--- src/rtl/prbs31_burst_ctrl.sv ---
`default_nettype none
// ============================================================================
//  Module      : prbs31_burst_ctrl
//  Description : Command-driven sequencer around a 32-bit parallel PRBS31
//                engine (x^31 + x^28 + 1, 32 bits per step). Byte commands
//                load a seed and launch bursts of 1..256 words. Each word is
//                streamed out little-endian as bytes over a valid/ready
//                handshake. Completion is reported with a one-cycle pulse.
//  Optional    : define PRBS_ERRINJ_EN to invert bit 0 of every ERR_PERIOD-th
//                output byte. Only the output is altered, not the sequence.
//  Ports       : clk        - single rising-edge clock
//                rst_n      - synchronous reset, active HIGH (legacy name)
//                cmd_valid  / cmd_ready  - command handshake
//                cmd_op     - 00 NOP, 01 LOAD_SEED_BYTE, 10 START, 11 NOP
//                cmd_data   - seed byte, or burst length minus one
//                abort      - terminate a running burst
//                out_data   / out_valid / out_ready - byte stream
//                busy       - burst in progress
//                done       - pulse on normal burst completion
//                seed_err   - pulse when a zero seed was replaced
//  Revision    : 1.0 - initial release
// ============================================================================
module prbs31_burst_ctrl #(
    parameter logic [31:0] SEED_DEFAULT = 32'h0000_0001,
    parameter int unsigned ERR_PERIOD   = 16
) (
    input  logic       clk,
    input  logic       rst_n,
    input  logic       cmd_valid,
    output logic       cmd_ready,
    input  logic [1:0] cmd_op,
    input  logic [7:0] cmd_data,
    input  logic       abort,
    output logic [7:0] out_data,
    output logic       out_valid,
    input  logic       out_ready,
    output logic       busy,
    output logic       done,
    output logic       seed_err
);

    localparam logic [1:0] c_OP_LOAD  = 2'b01;
    localparam logic [1:0] c_OP_START = 2'b10;

    typedef enum logic [0:0] {
        ST_IDLE = 1'b0,
        ST_RUN  = 1'b1
    } state_t;

    generate
        if (ERR_PERIOD < 1 || ERR_PERIOD > 255) begin : g_err_period_check
            $error("prbs31_burst_ctrl: ERR_PERIOD must be within 1..255");
        end
    endgenerate

    state_t      r_state;
    state_t      w_state_next;

    logic [31:0] r_seed_sr;
    logic [31:0] r_word;
    logic [7:0]  r_word_cnt;
    logic [1:0]  r_byte_idx;
    logic        r_done;
    logic        r_seed_err;

    logic        w_load;
    logic        w_start;
    logic        w_hs;
    logic        w_last_hs;
    logic        w_zero_seed;
    logic [31:0] w_commit;
    logic [7:0]  w_byte;

    // 32 serial PRBS31 shifts collapsed into one step. s[31] is outside the
    // 31-bit recurrence, so it never feeds the next state.
    function automatic logic [31:0] f_step(input logic [31:0] s);
        logic [31:0] n;
        n = '0;
        for (int i = 4; i < 32; i++) begin
            n[i] = s[i-1] ^ s[i-4];
        end
        n[3] = s[2] ^ s[30] ^ s[27];
        n[2] = s[1] ^ s[29] ^ s[26];
        n[1] = s[0] ^ s[28] ^ s[25];
        n[0] = s[30] ^ s[24];
        return n;
    endfunction

    always_comb begin
        w_state_next = r_state;
        w_load       = (r_state == ST_IDLE) && cmd_valid && (cmd_op == c_OP_LOAD);
        w_start      = (r_state == ST_IDLE) && cmd_valid && (cmd_op == c_OP_START);
        // An all-zero 31-bit state would lock the LFSR; bit 31 does not help.
        w_zero_seed  = (r_seed_sr[30:0] == 31'd0);
        w_commit     = w_zero_seed ? SEED_DEFAULT : r_seed_sr;
        w_hs         = (r_state == ST_RUN) && out_ready;
        w_last_hs    = w_hs && (r_byte_idx == 2'd3) && (r_word_cnt == 8'd0);

        case (r_state)
            ST_IDLE: if (w_start) w_state_next = ST_RUN;
            ST_RUN:  if (abort || w_last_hs) w_state_next = ST_IDLE;
            default: w_state_next = ST_IDLE;
        endcase

        case (r_byte_idx)
            2'd0:    w_byte = r_word[7:0];
            2'd1:    w_byte = r_word[15:8];
            2'd2:    w_byte = r_word[23:16];
            default: w_byte = r_word[31:24];
        endcase
    end

    always_ff @(posedge clk) begin
        if (rst_n) begin
            r_state <= ST_IDLE;
        end else begin
            r_state <= w_state_next;
        end
    end

    always_ff @(posedge clk) begin
        if (rst_n) begin
            r_seed_sr  <= SEED_DEFAULT;
            r_word     <= SEED_DEFAULT;
            r_word_cnt <= 8'd0;
            r_byte_idx <= 2'd0;
            r_done     <= 1'b0;
            r_seed_err <= 1'b0;
        end else begin
            r_done     <= 1'b0;
            r_seed_err <= 1'b0;

            if (w_load) begin
                r_seed_sr <= {r_seed_sr[23:0], cmd_data};
            end

            if (w_start) begin
                r_word     <= f_step(w_commit);
                r_word_cnt <= cmd_data;
                r_byte_idx <= 2'd0;
                r_seed_err <= w_zero_seed;
            end

            // Abort wins over a coincident final handshake: no done and the
            // seed register keeps its pre-burst value.
            if (w_hs && !abort) begin
                if (r_byte_idx != 2'd3) begin
                    r_byte_idx <= r_byte_idx + 2'd1;
                end else if (r_word_cnt != 8'd0) begin
                    r_byte_idx <= 2'd0;
                    r_word_cnt <= r_word_cnt - 8'd1;
                    r_word     <= f_step(r_word);
                end else begin
                    r_done    <= 1'b1;
                    // The last emitted word becomes the next seed, so a
                    // following START continues the sequence seamlessly.
                    r_seed_sr <= r_word;
                end
            end
        end
    end

`ifdef PRBS_ERRINJ_EN
    localparam logic [7:0] c_ERR_LAST = 8'(ERR_PERIOD - 1);

    logic [7:0] r_err_cnt;
    logic       w_err_hit;

    assign w_err_hit = (r_err_cnt == c_ERR_LAST);

    always_ff @(posedge clk) begin
        if (rst_n) begin
            r_err_cnt <= 8'd0;
        end else if (w_start) begin
            r_err_cnt <= 8'd0;
        end else if (w_hs) begin
            r_err_cnt <= w_err_hit ? 8'd0 : (r_err_cnt + 8'd1);
        end
    end

    assign out_data = (r_state == ST_RUN) ? (w_byte ^ {7'd0, w_err_hit}) : 8'd0;
`else
    assign out_data = (r_state == ST_RUN) ? w_byte : 8'd0;
`endif

    assign out_valid = (r_state == ST_RUN);
    assign busy      = (r_state == ST_RUN);
    assign cmd_ready = (r_state == ST_IDLE);
    assign done      = r_done;
    assign seed_err  = r_seed_err;

endmodule
`default_nettype wire

--- config.mk ---
export PLATFORM = sky130hd
export DESIGN_NAME = prbs31_burst_ctrl
export DESIGN_NICKNAME = d
export VERILOG_FILES = /design/src/rtl/prbs31_burst_ctrl.sv
export SDC_FILE = /design/constraint.sdc
export NUM_CORES = 1
export LEC_CHECK = 0
export CORE_MARGIN = 2
export CORE_UTILIZATION = 40
export CTS_BUF_LIST = sky130_fd_sc_hd__clkbuf_8
export CTS_CLUSTER_DIAMETER = 200
export DETAILED_ROUTE_END_ITERATION = 8
export GPL_ROUTABILITY_DRIVEN = 0
export HOLD_SLACK_MARGIN = 0.08
export PLACE_DENSITY_LB_ADDON = 0.05
export SETUP_SLACK_MARGIN = 0.3
export SLEW_MARGIN = 0
export SYNTH_ARGS = -nofsm -noshare
export SYNTH_HDL_FRONTEND = slang
export SYNTH_SLANG_ARGS = --single-unit
--- constraint.sdc ---
create_clock -name clk -period 1.96 [get_ports clk]
set_clock_uncertainty 0.2 [all_clocks]
set_input_delay 0.196 -clock clk [delete_from_list [all_inputs] [get_ports clk]]
set_output_delay 0.196 -clock clk [all_outputs]
set_load 0.03 [all_outputs]
Word level (Yosys, flattened, before mapping) --
Cells that the tools add are included.
Word-level totals: flip-flop bits (word level) 77, input port bits 15, output and inout port bits 13, word-level logic and storage cells 126
Cells by class: $add $sub $neg 2, eq/ne operators 6, multiplexer cells 23, bitwise operators 73, reduce and logical (&&, ||, !) cells 15
Operators with widths (count):
- $mux W32 | 8
- $xor A1 B1 Y1 | 70
- $mux W8 | 5
- $logic_not A31 Y1 | 1
- $mux W31 | 1
- $pmux W8 S3 | 1
- $logic_not A8 Y1 | 1
- $mux W2 | 4
- $reduce_bool A8 Y1 | 1
- $sub A8 B1 Y8 const B | 1
- $logic_and A1 B1 Y1 | 7
- $eq A2 B2 Y1 const B | 3
- $eq A2 B1 Y1 const B | 2
- $mux W1 | 3
- $not A1 Y1 | 3
- $reduce_or A3 Y1 | 1
- $add A2 B1 Y2 const B | 1
- $logic_not A2 Y1 | 1
- $ne A2 B2 Y1 const B | 1
- $pmux W1 S2 | 1
- $reduce_or A2 Y1 | 1
- $logic_not A1 Y1 | 1
- $logic_or A1 B1 Y1 | 1

Logic depth before layout (Yosys ltp) --
Gate-level depths: netlist (run 1).
depth in word-level cells 8, gate-level depth with buffers 8, gate-level depth less buffers 6

Least setup slack after synthesis (run 1) --
Ideal clock, no wire load.
kind flip-flop to flip-flop, start point register r_state (netlist: busy), end point register r_word[20], library setup time 0.145 ns, arrival time 1.627 ns, data required time 1.615 ns, slack -0.012 ns, stages on the path, launching flop included 7, buffers on the path 3, period minus slack after synthesis 1.972 ns, path through dfxtp_1 -> and4b_1 -> buf_4 -> a21boi_2 -> buf_6 -> buf_2 -> a211oi_2
Between the ends: longest elaborated chain between the ends 7, elaborated cells between the ends (all ways) 9, classes of those cells 4 x mux; 1 x bitwise; 4 x reduce/logical
Ends and longest elaborated chain:
- start, declared | RTL line 56 | state_t r_state;
- start signal, assigned | RTL line 117 | r_state <= w_state_next;
- $not A1 Y1 | RTL line 92 | w_start = (r_state == ST_IDLE) && cmd_valid && (cmd_op == c_OP_START);
- $logic_and A1 B1 Y1 (2 in a row) | RTL line 92
- $mux W32 | RTL line 137 | if (w_start) begin
- $mux W32 | RTL line 149 | end else if (r_word_cnt != 8'd0) begin
- $mux W32 | RTL line 147 | if (r_byte_idx != 2'd3) begin
- $mux W32 * | RTL line 146 | if (w_hs && !abort) begin
- end signal, assigned | RTL line 138 | r_word <= f_step(w_commit);
- end signal, assigned | RTL line 152 | r_word <= f_step(r_word);
- end, declared | RTL line 60 | logic [31:0] r_word;
Every way passes the cells marked *; elsewhere a longest branch is shown, timed or not. A chain may end at the register's enable or synchronous reset.

Worst setup path in the final report (run 1) --
start point register r_byte_idx[0], end point output out_data[2]
Between the ends: longest elaborated chain between the ends 3, elaborated cells between the ends (all ways) 5, classes of those cells 2 x eq/ne; 2 x mux; 1 x reduce/logical
Ends and longest elaborated chain:
- start, declared | RTL line 62 | logic [1:0] r_byte_idx;
- start signal, assigned | RTL line 148 | r_byte_idx <= r_byte_idx + 2'd1;
- $eq A2 B2 Y1 (tied with other cells) | RTL line 105 | case (r_byte_idx)
- $pmux W8 S3 * | RTL line 105
- $mux W8 * | RTL line 183 | assign out_data = (r_state == ST_RUN) ? w_byte : 8'd0;
- end, declared | RTL line 34 | output logic [7:0] out_data,
Marks and branches as above.

==> results of run 1 <==
[path summary, 6_finish.rpt]
| check | startpoint | endpoint | slack [ns] | cells past startpoint |
|---|---|---|---|---|
| worst min register to register | r_word_cnt[0] | r_word_cnt[0] | 0.28 | 2 |
| worst max-delay path | r_byte_idx[0] | out_data[2] | -0.33 | 7 |
| worst max register to register | r_byte_idx[1] | r_word[15] | -0.28 | 9 |
| worst min-delay path | rst_n | r_byte_idx[0] | 0.20 | 2 |
[cell type report]
cell class | count | area [um^2] | area share
Inverter | 7 | 31.3 | 0.00445
Multi-Input combinational cell | 367 | 3400 | 0.484
Timing Repair Buffer | 150 | 1650 | 0.235
Clock inverter | 6 | 78.8 | 0.0112
Clock buffer | 10 | 138 | 0.0196
Sequential cell | 76 | 1550 | 0.221
Tap cell | 140 | 175 | 0.0249
[worst register-to-register path, delay by kind of cell (launching register included)]
| kind | cells | cell delay, ns |
|---|---|---|
| fa+ha+maj | 1 | 0.15 |
| simple gates | 1 | 0.26 |
| compound gates | 3 | 0.52 |
| buf+inv | 4 | 0.66 |
| flops | 1 | 0.38 |
[state kept, by name, indices dropped and copies added, names as in the netlist]
register	flops
busy	1
done	1
r_byte_idx	2
r_seed_sr	31
r_word	32
r_word_cnt	8
seed_err	1
[layer usage]
layer / global-route usage / vias to the layer above / part of all wire
met3: 0.0747 / 16 / 0.060
met5: 0 / - / 0
met4: 0.0660 / 0 / 0.012
met1: 0.426 / 2201 / 0.47
met2: 0.434 / 132 / 0.45
li1: - / 2053 / -
[what timing repair did]
item / 4_1_cts / 5_1_grt
gates resized for setup: 147 / 47
gates cloned: 10 / 0
endpoints found under the hold margin: 0 / 0
pin swaps: 31 / 30
setup buffers: 21 / 6
setup endpoints to repair: 89 / 85
[power groups by stage]
stage	clock network, mW	registers [mW]	logic (mW)
final	1.38	1.59	0.416
after global routing	1.47	1.59	0.440
after CTS	1.41	1.59	0.399
after detailed placement	0	1.63	0.357
after global placement	0	1.63	0.355
after floorplan	0	1.63	0.202
[cell families after synthesis]
group / count (synthesis)
compound gates: 135
xor+xnor: 64
fa+ha+maj: 6
buf+inv: 51
flops: 76
mux: 32
simple gates: 130
[layout by cell type (no fill, tap or decap), drive strengths merged, types with 3 or more instances in the layout]
cell type and count:
a211oi 83, a21oi 18, a222oi 8, a31oi 3
buf 130, clkbuf 11, clkdlybuf4s50 12, dfxtp 76
dlygate4sd2 4, ha 6, inv 10, mux2i 31
nand2 11, nand3 6, nand4 4, nor2 83
nor3 7, nor4 8, o211ai 4, xnor2 59
xor2 5
[per-stage QoR]
step           setup slack (ns)  cells
3_5_place_dp             -0.406    703
6_report                 -0.332    756
3_3_place_gp             -0.343    703
5_1_grt                  -0.420    756
4_1_cts                  -0.270    750
2_1_floorplan             0.140    494
==> key figures, run 1 <==
Global route
  – Largest net degree at the start of global routing: 41
  – Total GRT Usage: 0.293
  – Global-route wire length before repair: 25900 um
  – Antenna violations before repair: 1
  – Number of global-route vias before repair: 4307
  – Total gr overflow: 0

Routing
  – Via density: 5.82
  – Drt wl/cell: 22.1 um
  – Via count: 4402
  – DRC Markers: 0
  – Routed wire length: 16700 um
  – Pre-antenna DRT Iters: 7
  – ANT nets after route: 0
  – Iteration-0 DRC Markers: 425

Die
  – Starting density of the core: 0.410
  – Die X: 110 um
  – IO Pins: 28
  – Site Rows: 38
  – Die Area: 0.0120 mm^2
  – Vert. Die Dim: 110 um
  – Core area: 0.0109 mm^2

Logic synthesis
  – Primary FF master, synth: dfxtp_1
  – Mapped Area: 0.00447 mm^2
  – Yosys warning count: 0
  – Post-synthesis xor/xnor area fraction: 0.126
  – Seq/Total Area, Yosys: 0.341
  – Most frequent cell after synthesis: nor2_1
  – Syn Inst Count: 494
  – Async SR Flop Fraction: 0
  – Most area-consuming cells after synthesis: dfxtp_1, xnor2_1, a211oi_1
  – Top-area cell type share of the netlist area: 0.341
  – Post-synth EDFFs: 0
  – Synthesized net count: 515
  – Adder-cell share of the synthesized area: 0.0168
  – Largest family of logic cells by synthesized area: compound AO/OA/AOI/OAI gates
  – Average instance area after synthesis: 9.04 um^2
  – Synth cell count leaders: nor2_1, dfxtp_1, a211oi_1, xnor2_1, mux2i_1
  – Yosys cell types: 50
  – Compound-Gate Fraction of Synth Area: 0.255
  – Post-Synth Simple-Gate Area: 0.135
  – Synth area leader: dfxtp_1
  – Post-synthesis mux area share: 0.0720
  – Post-synthesis sequential element count: 76

STA
  – Final worst setup slack: -0.332 ns
  – Tmin final: 2.29 ns
  – Slew @ Worst Pin: 0.783 ns
  – Final hold vios: 0
  – Unrepaired setup endpoints after global routing: true
  – Hold WS: 0.197 ns
  – Final slew viol count: 0
  – Final setup vio count: 77
  – Worst slew margin: 0.478
  – Fmax: 436 MHz
  – TNS Setup: -12.51 ns
  – Final period utilization: 1.17

Worst setup path
  – Worst Path Max Fanout: 8
  – Worst setup EP type: output port
  – Setup Crit Path Kind: reg2out
  – CP Launch Type: register
  – Cell Chain, Critical Path: inv_4 > ha_4 > a222oi_1 > nor2_1 > a21oi_2 > nor2_4 > buf_6
  – Peak per-stage delay on the critical path: 0.45 ns
  – CP max stage cell: a222oi_1
  – Top delay family on crit path: compound AO/OA/AOI/OAI gates
  – Buf+Inv Stages, Crit Path: 2
  – Worst endpoint required time: 1.56 ns
  – CP arrival: 1.90 ns

Power and ir drop
  – Clock power share: 0.408
  – Pwr per Cell Area: 482 mW/mm^2
  – Flop pwr share: 0.469
  – Switching power: 0.896 mW
  – Pint: 2.49 mW
  – Sw Ratio: 0.264
  – Tot Pwr: 3.39 mW
  – Leakage power: 2.46 nW
  – VDD IR max: 0.692 mV
  – Comb power frac: 0.123

Clock network
  – CTS H-tree depth: 3
  – CTS Buffer Depth: 2
  – CTS Hold Bufs: 0
  – Number of buffers created by CTS: 9
  – Clock sinks: 76
  – Worst-Skew Late Latency: 0.38 ns
  – Root Buffer Master: clkbuf_8
  – CTS tree: yes
  – CTS clk-pin slew, worst paths: 0.08 ns

Placed design
  – Post-DP HPWL: 10900 um
  – Port bufs: 27
  – Dpl cell area: 0.00577 mm^2

Status
  – Status: finished, violations left
  – Failing checks: negative setup slack

Final layout
  – Layout cell share with drive strength beyond 1: 0.515
  – # diodes: 0
  – Area Overhead vs Synth: 57.4%
  – Fill count: 860
  – Layout Nets: 632
  – Layout Utilization: 0.646
  – Post-route cell area: 0.00703 mm^2

Min path
  – Hold Path Class: in2reg

Flow run
  – Max-cap violations: 0
Note: power is estimated with default switching activity, not from simulation.
==> inputs of run 2 (changes only) <==
CORE_ASPECT_RATIO = 1.25   (was default)
CORE_UTILIZATION = 45   (was 40)
==> run 2 against run 1 <==
Compared with the run above:
- count of clock-buffer cells in the layout increased by 2
- the run still ends with negative setup slack left
- worst hold slack got worse by 0.019 ns
- first-iteration DRC count down 0.24%
- die area decreased by 11%
- via count rose by 4.3%
- fmax up 3.9%
- sequential power hardly changed
- core utilization rose by 11 points
- non-clock buffer count down 3
==> key figures, run 2 (synthesis results as in run 1) <==
Power and ir drop
  – VDD IR max: 0.334 mV
  – Pwr per Cell Area: 471 mW/mm^2
  – Switching power: 0.876 mW
  – Leakage power: 2.51 nW
  – Comb power frac: 0.125
  – Clock power share: 0.414
  – Pint: 2.57 mW
  – Flop pwr share: 0.461
  – Sw Ratio: 0.254
  – Tot Pwr: 3.45 mW

Final layout
  – Layout cell share with drive strength beyond 1: 0.524
  – Non-filler cells, final: 739
  – Layout Utilization: 0.758
  – Layout Nets: 629
  – Post-route cell area: 0.00732 mm^2
  – Largest registers: r_word: 32 flops, r_seed_sr: 31 flops, r_word_cnt: 8 flops
  – Area Overhead vs Synth: 64.0%
  – # diodes: 0
  – Most common cell after layout, fill and taps aside: dfxtp_1
  – Largest register FFs: 32
  – Most frequent cells in the layout: dfxtp_1, buf_4, a211oi_2, xnor2_1, nor2_1
  – Top reg by flops: r_word

STA
  – Fmax: 453 MHz
  – Unrepaired setup endpoints after global routing: true
  – Final hold vios: 0
  – Tmin final: 2.21 ns
  – Final slew viol count: 0
  – Final worst setup slack: -0.246 ns
  – Final setup vio count: 78
  – TNS Setup: -8.32 ns
  – Slew @ Worst Pin: 0.688 ns
  – Final period utilization: 1.13
  – Hold WS: 0.178 ns
  – Worst slew margin: 0.542

Worst setup path
  – CP max stage cell: dfxtp_4
  – Worst Path Max Fanout: 8
  – FF-to-FF End: r_word[25]
  – Top delay family on crit path: compound AO/OA/AOI/OAI gates
  – FF-to-FF path depth: 10
  – Peak per-stage delay on the critical path: 0.36 ns
  – Setup crit start: r_byte_idx[0]
  – CP Launch Type: register
  – Reg2reg setup slack: -0.17 ns
  – Stages on worst setup path: 7
  – Setup Crit Path Kind: reg2out
  – Cell Chain, Critical Path: buf_12 > ha_4 > a222oi_1 > nor2_1 > a21oi_2 > nor2_4 > buf_6
  – CP arrival: 1.81 ns
  – Worst setup EP type: output port
  – Buf+Inv Stages, Crit Path: 2
  – Reg2reg start: r_byte_idx[0]
  – Worst endpoint required time: 1.56 ns
  – Worst setup path end: out_data[5]

Clock network
  – Worst-Skew Late Latency: 0.37 ns
  – CTS Buffer Depth: 2
  – CTS clk-pin slew, worst paths: 0.07 ns
  – Clock sinks: 76
  – CTS H-tree depth: 3
  – Root Buffer Master: clkbuf_8
  – Number of buffers created by CTS: 9
  – CTS Hold Bufs: 0
  – CTS tree: yes

Routing
  – Iteration-0 DRC Markers: 424
  – ANT nets after route: 0
  – Via count: 4591
  – Drt wl/cell: 23.9 um
  – Routed wire length: 17700 um
  – DRC Markers: 0
  – Via density: 6.21
  – Pre-antenna DRT Iters: 8

Die
  – Die X: 93.1 um
  – Starting density of the core: 0.462
  – IO Pins: 28
  – Core area: 0.00966 mm^2
  – Site Rows: 40
  – Die Area: 0.0107 mm^2
  – Vert. Die Dim: 115 um

Min path
  – WHS Path Cells: 2
  – Hold Path Class: in2reg

Status
  – Status: finished, violations left
  – Failing checks: negative setup slack

Global route
  – Total gr overflow: 0
  – Total GRT Usage: 0.321
  – Global-route wire length before repair: 25900 um
  – Largest net degree at the start of global routing: 35
  – Antenna violations before repair: 0
  – Number of global-route vias before repair: 4541

Placed design
  – Post-DP HPWL: 10400 um
  – Port bufs: 27
  – Post-Place Worst Slack: -0.411 ns
  – Dpl cell area: 0.00565 mm^2
  – Placed Cells: 681

Flow run
  – Max-cap violations: 0
[run 2: metal layers]
metal	GRT usage	part of all wire	wire, um	vias up
met4	0.181	0.055	971	0
li1	-	-	-	2037
met5	0	0	0	-
met3	0.0505	0.048	846	64
met2	0.559	0.50	8890	180
met1	0.376	0.39	6990	2310
[run 2: layout make-up]
class | instances | area, um^2
Multi-Input combinational cell | 367 | 3650
Fill cell | 653 | 2340
Timing Repair Buffer | 147 | 1710
Sequential cell | 76 | 1530
Clock buffer | 12 | 165
Tap cell | 126 | 158
Clock inverter | 4 | 70.1
Inverter | 7 | 33.8
[run 2: power by group through the flow]
stage	Combinational [mW]	Sequential [mW]	Clock (mW)
detailed placement	0.361	1.62	0
CTS	0.402	1.59	1.43
global placement	0.357	1.62	0
floorplan	0.202	1.63	0
finish	0.431	1.59	1.43
global route	0.453	1.59	1.50
[run 2: timing repair]
action	CTS	global route
setup endpoints to repair	88	84
resized for setup	162	89
gates cloned	11	2
pin swaps	44	46
buffers inserted	18	11
[run 2: worst min path at each step]
stage                       start            end  slack (ns)
finish                      rst_n  r_byte_idx[1]        0.18
floorplan             cmd_data[4]  r_word_cnt[4]        0.15
detailed placement  r_word_cnt[0]  r_word_cnt[0]        0.30
CTS                         rst_n  r_byte_idx[0]        0.15
global placement    r_word_cnt[0]  r_word_cnt[0]        0.27
global route                rst_n  r_byte_idx[1]        0.20
